[config.mk]
export PLATFORM = sky130hd
export DESIGN_NAME = dmem_arbiter_flat
export DESIGN_NICKNAME = d
export VERILOG_FILES = /design/src/rtl/dmem_arbiter_if.sv /design/src/rtl/dmem_arbiter.sv /design/src/flat_wrapper.sv
export SDC_FILE = /design/constraint.sdc
export NUM_CORES = 1
export LEC_CHECK = 0
export CELL_PAD_IN_SITES_DETAIL_PLACEMENT = 1
export CELL_PAD_IN_SITES_GLOBAL_PLACEMENT = 1
export CORE_MARGIN = 3
export CORE_UTILIZATION = 17
export DETAILED_ROUTE_END_ITERATION = 8
export PLACE_DENSITY = 0.75
export SLEW_MARGIN = 20
export SYNTH_ARGS = -nofsm -noshare
export SYNTH_HDL_FRONTEND = slang
export SYNTH_SLANG_ARGS = --single-unit
[constraint.sdc]
create_clock -name clk -period 0.9 [get_ports clk]
set_input_delay 0.18 -clock clk [delete_from_list [all_inputs] [get_ports clk]]
set_output_delay 0.18 -clock clk [all_outputs]
set_load 0.03 [all_outputs]
[src/rtl/dmem_arbiter_if.sv]
// Requester-side bus of the data-memory arbiter: two request ports (A = core, B = loader)
// plus the shared tagged read-return path.
interface dmem_arbiter_if #(
    parameter int DATA_W = 12,
    parameter int ADDR_W = 12
) ();
    logic              a_req;
    logic              a_we;
    logic [ADDR_W-1:0] a_addr;
    logic [DATA_W-1:0] a_wdata;
    logic              a_gnt;
    logic              a_rvalid;

    logic              b_req;
    logic              b_we;
    logic [ADDR_W-1:0] b_addr;
    logic [DATA_W-1:0] b_wdata;
    logic              b_gnt;
    logic              b_rvalid;

    logic [DATA_W-1:0] rdata;

    modport master (
        output a_req, a_we, a_addr, a_wdata,
        output b_req, b_we, b_addr, b_wdata,
        input  a_gnt, a_rvalid, b_gnt, b_rvalid, rdata
    );

    modport slave (
        input  a_req, a_we, a_addr, a_wdata,
        input  b_req, b_we, b_addr, b_wdata,
        output a_gnt, a_rvalid, b_gnt, b_rvalid, rdata
    );
endinterface

[src/rtl/dmem_arbiter.sv]
// Two-requester arbiter/sequencer for the single-port data memory.
// Define DMEM_ARB_RR_EN for round-robin with MAX_BURST fairness; otherwise fixed priority (A first).
module dmem_arbiter #(
    parameter int DATA_W    = 12,
    parameter int ADDR_W    = 12,
    parameter int MAX_BURST = 4
) (
    input  logic              clk,
    input  logic              rst_n,
    dmem_arbiter_if.slave     bus,
    output logic              mem_write_en,
    output logic [ADDR_W-1:0] mem_addr,
    output logic [DATA_W-1:0] mem_datain,
    input  logic [DATA_W-1:0] mem_dataout
);

    logic              last_win;   // 0 = A, 1 = B
    logic [1:0]        rd_pend;    // {valid, owner}
    logic [ADDR_W-1:0] addr_q;

    logic              win_a;
    logic              win_b;
    logic              any_gnt;
    logic              win_we;
    logic [ADDR_W-1:0] win_addr;
    logic [DATA_W-1:0] win_wdata;

`ifdef DMEM_ARB_RR_EN
    localparam int              CNT_W     = 4;
    localparam logic [CNT_W-1:0] BURST_MAX = CNT_W'(MAX_BURST);

    logic [CNT_W-1:0] burst_cnt;
    logic             pick_b;

    always_comb begin
        win_a  = 1'b0;
        win_b  = 1'b0;
        // Under contention the previous winner keeps the port until its burst is used up.
        pick_b = (burst_cnt < BURST_MAX) ? last_win : ~last_win;
        if (rst_n) begin
            if (bus.a_req && bus.b_req) begin
                win_a = ~pick_b;
                win_b = pick_b;
            end else begin
                win_a = bus.a_req;
                win_b = bus.b_req;
            end
        end
    end

    always_ff @(posedge clk or negedge rst_n) begin
        if (!rst_n) begin
            burst_cnt <= BURST_MAX;
        end else if (any_gnt) begin
            if (win_b != last_win) begin
                burst_cnt <= CNT_W'(1);
            end else if (burst_cnt < BURST_MAX) begin
                burst_cnt <= burst_cnt + CNT_W'(1);
            end
        end
    end
`else
    always_comb begin
        win_a = 1'b0;
        win_b = 1'b0;
        if (rst_n) begin
            win_a = bus.a_req;
            win_b = bus.b_req & ~bus.a_req;
        end
    end
`endif

    assign any_gnt   = win_a | win_b;
    assign win_we    = win_b ? bus.b_we    : bus.a_we;
    assign win_addr  = win_b ? bus.b_addr  : bus.a_addr;
    assign win_wdata = win_b ? bus.b_wdata : bus.a_wdata;

    assign bus.a_gnt = win_a;
    assign bus.b_gnt = win_b;

    // With no grant the address register keeps the memory doing a harmless read.
    assign mem_write_en = any_gnt & win_we;
    assign mem_addr     = any_gnt ? win_addr  : addr_q;
    assign mem_datain   = any_gnt ? win_wdata : '0;

    always_ff @(posedge clk or negedge rst_n) begin
        if (!rst_n) begin
            last_win <= 1'b1;
            addr_q   <= '0;
            rd_pend  <= 2'b00;
        end else begin
            // Owner bit follows the most recent winner; only the valid bit qualifies it.
            rd_pend <= {any_gnt & ~win_we, any_gnt ? win_b : last_win};
            if (any_gnt) begin
                last_win <= win_b;
                addr_q   <= win_addr;
            end
        end
    end

    // Read-return stage: memory output is already registered, so it is steered straight through.
    assign bus.a_rvalid = rd_pend[1] & ~rd_pend[0];
    assign bus.b_rvalid = rd_pend[1] &  rd_pend[0];
    assign bus.rdata    = rd_pend[1] ? mem_dataout : '0;

endmodule

[src/flat_wrapper.sv]
// flat-port wrapper written by rule: the top's interface ports become plain ports
module dmem_arbiter_flat 
#(
    parameter int DATA_W    = 12,
    parameter int ADDR_W    = 12,
    parameter int MAX_BURST = 4
)
  (clk, rst_n, mem_write_en, mem_addr, mem_datain, mem_dataout, bus_a_req, bus_a_we, bus_a_addr, bus_a_wdata, bus_b_req, bus_b_we, bus_b_addr, bus_b_wdata, bus_a_gnt, bus_a_rvalid, bus_b_gnt, bus_b_rvalid, bus_rdata);
  dmem_arbiter_if #(.DATA_W(DATA_W), .ADDR_W(ADDR_W)) bus_i ();
  input  logic clk;
  input  logic rst_n;
  output logic mem_write_en;
  output logic [ADDR_W-1:0] mem_addr;
  output logic [DATA_W-1:0] mem_datain;
  input  logic [DATA_W-1:0] mem_dataout;
  input wire logic [$bits(bus_i.a_req)-1:0] bus_a_req;
  input wire logic [$bits(bus_i.a_we)-1:0] bus_a_we;
  input wire logic [$bits(bus_i.a_addr)-1:0] bus_a_addr;
  input wire logic [$bits(bus_i.a_wdata)-1:0] bus_a_wdata;
  input wire logic [$bits(bus_i.b_req)-1:0] bus_b_req;
  input wire logic [$bits(bus_i.b_we)-1:0] bus_b_we;
  input wire logic [$bits(bus_i.b_addr)-1:0] bus_b_addr;
  input wire logic [$bits(bus_i.b_wdata)-1:0] bus_b_wdata;
  output wire logic [$bits(bus_i.a_gnt)-1:0] bus_a_gnt;
  output wire logic [$bits(bus_i.a_rvalid)-1:0] bus_a_rvalid;
  output wire logic [$bits(bus_i.b_gnt)-1:0] bus_b_gnt;
  output wire logic [$bits(bus_i.b_rvalid)-1:0] bus_b_rvalid;
  output wire logic [$bits(bus_i.rdata)-1:0] bus_rdata;
  assign bus_i.a_req = bus_a_req;
  assign bus_i.a_we = bus_a_we;
  assign bus_i.a_addr = bus_a_addr;
  assign bus_i.a_wdata = bus_a_wdata;
  assign bus_i.b_req = bus_b_req;
  assign bus_i.b_we = bus_b_we;
  assign bus_i.b_addr = bus_b_addr;
  assign bus_i.b_wdata = bus_b_wdata;
  assign bus_a_gnt = bus_i.a_gnt;
  assign bus_a_rvalid = bus_i.a_rvalid;
  assign bus_b_gnt = bus_i.b_gnt;
  assign bus_b_rvalid = bus_i.b_rvalid;
  assign bus_rdata = bus_i.rdata;
  dmem_arbiter #(.DATA_W(DATA_W), .ADDR_W(ADDR_W), .MAX_BURST(MAX_BURST)) u_core (.clk(clk), .rst_n(rst_n), .bus(bus_i), .mem_write_en(mem_write_en), .mem_addr(mem_addr), .mem_datain(mem_datain), .mem_dataout(mem_dataout));
endmodule
==> impl_results.md, run 1 <==
- Reg clk slew, reported paths: 0.07 ns
- R2R setup slack: -0.05 ns
- Placed cell areas: 0.00239 mm^2
- Outcome: finished with violations
- Max frequency: 0.716 GHz
- Final Util: 47.0%
- Slew headroom: 71.1%
- Area contributors post-synth: dfrtp_1 32%, a222oi_1 11%, nand3b_1 8.8%
- Sw Pwr: 1.03 mW
- Num CTS Buffers: 3
- Die Ht: 86.8 um
- Area leader, netlist: dfrtp_1
- Largest net degree at the start of global routing: 32
- Failing checks: negative hold slack, negative setup slack
- CP Capture Type: primary output
- Combinational power share: 52.0%
- Syn Area/Cell: 8.09 um^2
- Initial antenna violation count: 0
- DRT Pass-1 Iters: 4
- Routed wire per std cell: 16.9 um
- Critical Setup Path Class: flip-flop to primary output
- Sw Share: 36.1%
- Num rows: 28
- H-tree depth: 1
- Area grow syn2layout: 160%
- Power Dens Cells: 992 mW/mm^2
- Via count: 1,558
- Syn. warnings: 0
- Synth Register Bits: 15
- CORE AREA: 0.00613 mm^2
- Clock skew: 0.0000387 ns
- Placed Cells: 318
- Post-synth top area share: 31.6%
- Most common cell after layout, fill and taps aside: dlygate4sd2_1
- GRT Total Usage: 15.3%
- Sequential element share of the synthesized area: 34.0%
- Critical Path Source Type: flip-flop
- Wire length of the first global-routing pass: 8980 um
- Hold Crit Class: input pin to async pin
- Non-filler cells, final: 343
- I/O pins: 107
- CTS tree: built
- Remaining Overflow, GRT: 0
- Routed Antenna Nets: 0
- CTS max path bufs: 2
- Most frequent cells in the layout: 49 x dlygate4sd2_1, 38 x buf_6, 25 x buf_4
- Power share of the sequential group: 27.7%
- Leakage power: 1.44 nW
- Minimum clock period: 1.40 ns
- Initial core utilization: 18.1%
- Final hold violation count: 14
- Final Cell Area: 0.00288 mm^2
- Synthesized cell area: 0.00111 mm^2
- P_int: 1.83 mW
- Die area: 0.00753 mm^2
- Distinct cells, synth: 20
- Tcrit/Tclk final: 155%
- Crit-path max FO: 2
- Worst-margin pin slew: 0.434 ns
- DRC viols: 0
- Syn Nets: 203
- Clock Sinks: 15
- Die X: 86.8 um
- Crit path from: u_core.addr_q[3]$_DFF_PN0_
- Reg2Reg Depth: 3
- Syn Inst Count: 137
- Reg-to-Reg Start: u_core.addr_q[3]$_DFF_PN0_
- Clk pwr share: 20.3%
- IR drop worst, VDD: 699 uV
- FF-to-FF End: u_core.addr_q[3]$_DFF_PN0_
- Final hold slack: -0.130 ns
- CP arrival: 1.22 ns
- Nets: 335
- I/O Buffers: 106
- RSZ-0062 raised after global routing: yes
- DRT iter0 DRCs: 69
- Total Neg Setup Slack: -13.78 ns
- Filler cells: 680
- WL final: 5810 um
- Max-cap viol count: 0
- Hpwl dp: 3830 um
- DR vias/cell: 4.54
- Clock latency on the worst-skew pair: 0.25 ns
- Vias in the first global route: 1,762
- Share of cells above drive strength 1: 48.5%
- Slew Viols, Final: 0
- Routability cong.: 0.704
- CTS root buf: clkbuf_8
- CP required: 0.72 ns
- Final setup violation count: 47
- Ant diodes: 0
- Final WS setup: -0.497 ns
routing by layer:
metal  GRT usage [%]  up-vias  share of wire, %
met5               0        -                 0
met4            3.54        0              0.64
met3            2.19        4               6.5
met2            30.2       72                54
met1            17.1      756                39
li1                -      726                 -
registers in the layout, summed over array words and instances (netlist names):
signal and flops:
u_core.rd_pend 2, u_core.last_win 1, u_core.addr_q 12
synth_stat cells:
cell type,number
nand2_1,14
dfstp_2,1
and2_1,13
buf_2,6
clkbuf_2,1
a21boi_0,12
and2_4,1
a21oi_1,1
o21a_1,1
dfrtp_1,14
nand3b_1,13
a21boi_1,1
inv_1,24
o21ai_1,1
a222oi_1,12
nor2_1,2
buf_6,1
nor3b_1,1
nor2b_1,15
clkbuf_1,3
critical path: stages (launching register included):
cell	delay, ns
dfrtp_1	0.33
inv_1	0.05
a222oi_1	0.34
buf_4	0.25
how the worst max path moves through the flow:
stage	endpoint	slack, ns
floorplan	u_core.addr_q[3]$_DFF_PN0_	-0.74
global placement	mem_addr[9]	-0.89
detailed placement	mem_addr[11]	-0.90
CTS	mem_addr[3]	-0.49
global route	mem_addr[5]	-0.55
finish	mem_addr[3]	-0.50
power by group through the flow:
stage	combinational, mW	sequential (mW)	clock (mW)
3_5_place_dp	1.25	0.807	0
5_1_grt	1.59	0.802	0.628
4_1_cts	1.55	0.790	0.598
2_1_floorplan	0.683	0.791	0
3_3_place_gp	1.22	0.799	0
6_report	1.49	0.792	0.579
kinds of logic after synthesis:
logic type,Yosys count,synth area share [%]
AOI/OAI and AO/OA,28,21.2
buffers and inverters,35,13.3
DFF,15,34.0
and+or+nand+nor,59,31.5
per-stage QoR:
| stage | setup slack (ns) | power [mW] |
|---|---|---|
| floorplan | -0.743 | 1.47 |
| global placement | -0.890 | 2.02 |
| CTS | -0.490 | 2.94 |
| detailed placement | -0.901 | 2.05 |
| global route | -0.552 | 3.02 |
| finish | -0.497 | 2.86 |
what timing repair did:
action | 4_1_cts | 5_1_grt
hold endpoints to repair | 14 | 14
setup endpoints to repair | 56 | 50
gates resized for setup | 150 | 16
setup buffers | 24 | 8
pin swaps | 41 | 30
gates cloned | 6 | 1
layout make-up:
cell class                      count  area, um^2  share of cell area (%)
Clock inverter                      1        5.00                   0.174
Multi-Input combinational cell     90         906                    31.5
Tap cell                           75        93.8                    3.26
Sequential cell                    15         378                    13.1
Timing Repair Buffer              135        1370                    47.4
Inverter                           24        90.1                    3.13
Clock buffer                        3        41.3                    1.43
Note: power is estimated with default switching activity, not from simulation.
==> inputs of run 2 (changes only) <==
--- a/config.mk
+++ b/config.mk
@@ -8,9 +8,11 @@
 export CELL_PAD_IN_SITES_DETAIL_PLACEMENT = 1
 export CELL_PAD_IN_SITES_GLOBAL_PLACEMENT = 1
 export CORE_MARGIN = 3
-export CORE_UTILIZATION = 17
+export CORE_UTILIZATION = 39
 export DETAILED_ROUTE_END_ITERATION = 8
-export PLACE_DENSITY = 0.75
+export DONT_BUFFER_PORTS = 1
+export MAX_ROUTING_LAYER = met4
+export PLACE_DENSITY = 0.76
 export SLEW_MARGIN = 20
 export SYNTH_ARGS = -nofsm -noshare
 export SYNTH_HDL_FRONTEND = slang
==> constraint.sdc (replaced) <==
create_clock -name clk -period 1.35 [get_ports clk]
set_input_delay 0.27 -clock clk [delete_from_list [all_inputs] [get_ports clk]]
set_output_delay 0.27 -clock clk [all_outputs]
set_load 0.03 [all_outputs]
==> run 2 against run 1 <==
The run ends with negative setup slack left. Highest routed layer is now met3. Global-route usage grew 4.2 points. Clock skew is essentially flat. Cell count shrank 47%. Critical path type unchanged. Via count shrank 31%. Total power shrank 55%. Largest power group is now registers.
==> impl_results.md, run 2 (same netlist as run 1, synthesis figures left out) <==
- Remaining Overflow, GRT: 0 (unchanged)
- Ant diodes: 0 (unchanged)
- DRC viols: 0 (unchanged)
- CORE AREA: 0.00259 mm^2 (-58%)
- Placed Cells: 175 (-45%)
- CTS tree: built
- Area grow syn2layout: 22.5%
- Reg clk slew, reported paths: 0.09 ns (+0.02 ns)
- Slew headroom: 52.3% (-19 points)
- Non-filler cells, final: 181 (-47%)
- RSZ-0062 raised after global routing: yes
- Routed wire per std cell: 19.4 um (+15%)
- Most frequent cells in the layout: 23 x inv_1, 19 x buf_4, 14 x nor2b_1, 14 x nand2_1
- Max frequency: 0.686 GHz
- Pwr Total: 1.29 mW (-55%)
- FF-to-FF End: u_core.addr_q[6]$_DFF_PN0_
- I/O Buffers: 0 (-100%)
- Largest registers: u_core.addr_q x12, u_core.rd_pend x2, u_core.last_win x1
- IR drop worst, VDD: 808 uV (+16%)
- Clock skew: 0.000107 ns (+0.0000688 ns)
- Die Ht: 59.3 um (-32%)
- Largest Register: u_core.addr_q
- Largest net degree at the start of global routing: 33 (+3.1%)
- Via count: 1,071 (-31%)
- Max-cap viol count: 0 (unchanged)
- CTS root buf: clkbuf_4
- Most common cell after layout, fill and taps aside: inv_1
- Crit path capture: mem_addr[6]
- WL final: 3520 um (-39%)
- Wire length of the first global-routing pass: 4980 um (-45%)
- CTS max path bufs: 2 (unchanged)
- CP Capture Type: primary output
- Num CTS Buffers: 3 (unchanged)
- Hold Crit Class: input pin to flip-flop
- CP arrival: 1.19 ns (-0.03 ns)
- R2R setup slack: 0.38 ns (+0.43 ns)
- Routed Antenna Nets: 0 (unchanged)
- Slew Viols, Final: 0 (unchanged)
- H-tree depth: 1 (unchanged)
- Num rows: 18 (-36%)
- Initial antenna violation count: 0 (unchanged)
- Filler cells: 308 (-55%)
- Hpwl dp: 2590 um (-32%)
- Max FFs per register: 12 (unchanged)
- Final hold slack: 0.105 ns (+0.235 ns)
- Register Area: 378 um^2 (unchanged)
- Vias in the first global route: 1,036 (-41%)
- Crit path from: u_core.addr_q[6]$_DFF_PN0_
- Critical Path Source Type: flip-flop
- CP required: 1.08 ns (+0.36 ns)
- Final hold violation count: 0 (-14)
- Die area: 0.00352 mm^2 (-53%)
- Final setup violation count: 12 (-74%)
- Multi-input logic area: 662 um^2 (-27%)
- GRT Total Usage: 19.5% (+4.2 points)
- Crit-path max FO: 2 (unchanged)
- DR vias/cell: 5.92 (+30%)
- Worst-margin pin slew: 0.713 ns (+0.279 ns)
- Reg-to-Reg Start: u_core.addr_q[6]$_DFF_PN0_
- Routability cong.: 0.668 (-5.1%)
- I/O pins: 107 (unchanged)
- Die X: 59.3 um (-32%)
- Power Dens Cells: 948 mW/mm^2 (-4.4%)
- Leakage power: 0.654 nW (-54%)
- Clock latency on the worst-skew pair: 0.28 ns (+0.03 ns)
- DRT iter0 DRCs: 73 (+5.8%)
- Tcrit/Tclk final: 108%
- DRT Pass-1 Iters: 6 (+2)
- Reg2Reg Depth: 3 (unchanged)
- Outcome: finished with violations
- Share of cells above drive strength 1: 33.8% (-15 points)
- Nets: 218 (-35%)
- Final WS setup: -0.107 ns (+0.390 ns)
- Minimum clock period: 1.46 ns
- Critical Setup Path Class: flip-flop to primary output
- Initial core utilization: 42.8% (+25 points)
- Clock Sinks: 15 (unchanged)
- Failing checks: negative setup slack
[run 2: layout make-up]
cell class              count  area share, %
multi-input cells          87           48.8
flip-flops and latches     15           27.8
repair buffers             21           12.1
inverters                  24           6.64
well taps                  30           2.76
clock buffers               4           1.94
[run 2: timing repair]
action / 4_1_cts / 5_1_grt
endpoints found under the setup margin: 26 / 18
buffers inserted: 0 / 1
gates resized for setup: 9 / 16
hold buffers: 1 / 0
hold endpoints to repair: 15 / 0
pin swaps: 11 / 0
[run 2: layer usage]
metal | track usage (%) | part of all wire, %
met1 | 19.5 | 35
met2 | 38.2 | 55
met3 | 5.23 | 10
met4 | 1.94 | 0
met5 | - | 0
[run 2: worst min path at each step]
stage / slack [ns] / depth (start not counted) / from / end
2_1_floorplan: -0.03 / 0 / rst_n / u_core.addr_q[0]$_DFF_PN0_
3_3_place_gp: -0.02 / 0 / rst_n / u_core.addr_q[2]$_DFF_PN0_
3_5_place_dp: -0.02 / 0 / rst_n / u_core.addr_q[1]$_DFF_PN0_
4_1_cts: 0.09 / 1 / rst_n / u_core.rd_pend[1]$_DFF_PN0_
5_1_grt: 0.09 / 1 / rst_n / u_core.rd_pend[1]$_DFF_PN0_
6_report: 0.11 / 1 / rst_n / u_core.rd_pend[1]$_DFF_PN0_
[run 2: critical path: stages, from the launching register on]
cell and delay (ns):
dfrtp_1 0.34, inv_1 0.05, a222oi_1 0.28, buf_4 0.24
[run 2: where the power goes]
part	internal (mW)	total [mW]	switching, mW
logic	0.180	0.501	0.321
registers	0.506	0.525	0.0189
clock network	0.115	0.262	0.147
[run 2: stage by stage]
step	setup TNS, ns	util [%]	worst slack [ns]	instance area, um^2
global route	-1.53	52.4	-0.179	1360
global placement	0	49.6	0.0654	1280
floorplan	-8.92	-	-0.433	1190
finish	-0.488	52.4	-0.107	1360
detailed placement	0	49.6	0.0163	1280
CTS	-0.514	51.4	-0.0676	1330
==> inputs of run 3 (changes only) <==
--- a/config.mk
+++ b/config.mk
@@ -13,6 +13,7 @@
 export DONT_BUFFER_PORTS = 1
 export MAX_ROUTING_LAYER = met4
 export PLACE_DENSITY = 0.76
+export SETUP_SLACK_MARGIN = 0.1
 export SLEW_MARGIN = 20
 export SYNTH_ARGS = -nofsm -noshare
 export SYNTH_HDL_FRONTEND = slang
==> run 3 against run 2 <==
The run still ends with negative setup slack left. Combinational power is 10% higher. Clock power hardly changed. Clock-buffer cell count stayed put. Final area is 7.9% higher. Largest power group is now combinational cells. Worst setup slack worse by 0.14 ns. Utilization is 4.2 points higher. Critical endpoint is now mem_addr[4]. Register-to-register slack worse by 0.21 ns. First-iteration DRC count is 4.1% higher. Worst hold slack worse by 0.0018 ns.
==> impl_results.md, run 3 (same netlist as run 1, synthesis figures left out) <==
- CTS tree: built
- Non-filler cells, final: 180 (-0.55%)
- Slew Viols, Final: 0 (unchanged)
- CTS max path bufs: 2 (unchanged)
- GRT Total Usage: 21.6% (+2.1 points)
- Most common cell after layout, fill and taps aside: inv_1
- Max frequency: 0.627 GHz (-8.6%)
- Pwr Total: 1.34 mW (+4.3%)
- Area grow syn2layout: 32.2%
- I/O pins: 107 (unchanged)
- Minimum clock period: 1.59 ns (+0.137 ns)
- Final setup violation count: 13 (+1)
- Share of cells above drive strength 1: 37.3% (+3.6 points)
- Leakage power: 0.700 nW (+7.1%)
- Max-cap viol count: 0 (unchanged)
- Outcome: finished with violations
- Most frequent cells in the layout: 23 x inv_1, 14 x and2_4, 14 x nand2_1, 14 x buf_4
- Final hold slack: 0.103 ns (-0.00175 ns)
- DR vias/cell: 5.89 (-0.38%)
- Num CTS Buffers: 3 (unchanged)
- DRT Pass-1 Iters: 6 (unchanged)
- Max FFs per register: 12 (unchanged)
- I/O Buffers: 0 (unchanged)
- Wire length of the first global-routing pass: 5580 um (+12%)
- IR drop worst, VDD: 812 uV (+0.45%)
- Num rows: 18 (unchanged)
- Critical Path Source Type: flip-flop
- H-tree depth: 1 (unchanged)
- Crit-path max FO: 2 (unchanged)
- Clock Sinks: 15 (unchanged)
- Initial core utilization: 42.8% (unchanged)
- Tcrit/Tclk final: 118% (+10 points)
- Placed cell areas: 0.00133 mm^2 (+3.7%)
- Power Dens Cells: 917 mW/mm^2 (-3.3%)
- Total Neg Setup Slack: -0.966 ns (-0.478 ns)
- Via count: 1,061 (-0.93%)
- DRT iter0 DRCs: 76 (+4.1%)
- Routability cong.: 0.674 (+0.85%)
- Failing checks: negative setup slack
- Final Util: 56.6% (+4.2 points)
- Hold Crit Class: input pin to flip-flop
- Worst-margin pin slew: 0.668 ns (-0.0455 ns)
- Placed Cells: 170 (-2.9%)
- CTS root buf: clkbuf_4
- Hpwl dp: 2610 um (+0.67%)
- Critical Setup Path Class: flip-flop to primary output
- CORE AREA: 0.00259 mm^2 (unchanged)
- Die Ht: 59.3 um (unchanged)
- Final hold violation count: 0 (unchanged)
- RSZ-0062 raised after global routing: yes
- Final WS setup: -0.245 ns (-0.137 ns)
- Clock latency on the worst-skew pair: 0.28 ns (about the same)
- Initial antenna violation count: 0 (unchanged)
- CP arrival: 1.32 ns (+0.13 ns)
- Slew headroom: 55.4% (+3.0 points)
- Ant diodes: 0 (unchanged)
- CP required: 1.08 ns (about the same)
- CP Capture Type: primary output
- Clock skew: 0.0000138 ns (-0.0000937 ns)
- WL final: 3620 um (+2.9%)
- Pre-CTS WS: -0.0809 ns (-0.0972 ns)
- Remaining Overflow, GRT: 0 (unchanged)
- Largest net degree at the start of global routing: 33 (unchanged)
- Final Cell Area: 0.00147 mm^2 (+7.9%)
- Largest Register: u_core.addr_q
- Nets: 217 (-0.46%)
- Die area: 0.00352 mm^2 (unchanged)
- Largest registers: u_core.addr_q x12, u_core.rd_pend x2, u_core.last_win x1
- DRC viols: 0 (unchanged)
- Die X: 59.3 um (unchanged)
- Reg clk slew, reported paths: 0.09 ns (about the same)
- Routed Antenna Nets: 0 (unchanged)
- Vias in the first global route: 1,094 (+5.6%)
- Routed wire per std cell: 20.1 um (+3.5%)
[run 3: cell types whose count changed in the layout (fill, tap and decap cells not counted)]
cell / previous run / this run
nor2b_4: 1 / 2
buf_4: 19 / 14
a21boi_1: 4 / 0
a21boi_4: 0 / 9
nor2_2: 0 / 1
nor2_1: 2 / 1
and2_4: 8 / 14
and2_2: 6 / 0
nor2b_1: 14 / 13
a21boi_2: 9 / 4
buf_6: 1 / 5
[run 3: report_power, final]
group / internal, mW / switching [mW]
Sequential: 0.506 / 0.0221
Combinational: 0.214 / 0.339
Clock: 0.115 / 0.147
[run 3: path summary, 6_finish.rpt]
check / start / end / slack, ns / cells past startpoint
max in group asynchronous: rst_n / u_core.rd_pend[1]$_DFF_PN0_ / 0.43 / 1
max reg2reg: u_core.addr_q[4]$_DFF_PN0_ / u_core.addr_q[4]$_DFF_PN0_ / 0.17 / 5
max: u_core.addr_q[4]$_DFF_PN0_ / mem_addr[4] / -0.24 / 3
min reg2reg: u_core.addr_q[3]$_DFF_PN0_ / u_core.addr_q[3]$_DFF_PN0_ / 0.55 / 2
min: rst_n / u_core.rd_pend[1]$_DFF_PN0_ / 0.10 / 1
min in group asynchronous: rst_n / u_core.addr_q[1]$_DFF_PN0_ / 0.45 / 1
[run 3: cell type report]
class                   count  area (um^2)
repair buffers             20          171
fillers                   284         1120
flip-flops and latches     15          378
inverters                  24         90.1
multi-input cells          87          762
clock buffers               4         26.3
well taps                  30         37.5
[run 3: worst max-delay path: stages (launching register included)]
cell	delay, ns
dfrtp_1	0.36
inv_1	0.05
a222oi_1	0.38
buf_4	0.26
[run 3: per-layer routing]
metal | up-vias | wire (um) | track usage (%)
met5 | - | 0 | -
met4 | 0 | 32 | 4.85
met3 | 4 | 349 | 3.27
met2 | 71 | 2030 | 40.2
met1 | 504 | 1210 | 23.9
li1 | 482 | - | -
[run 3: repair_timing]
item	CTS	global route
hold endpoints to repair	15	0
hold buffers	1	0
pin swaps	14	4
gates resized for setup	38	1
buffers inserted	8	1
setup endpoints to repair	26	27
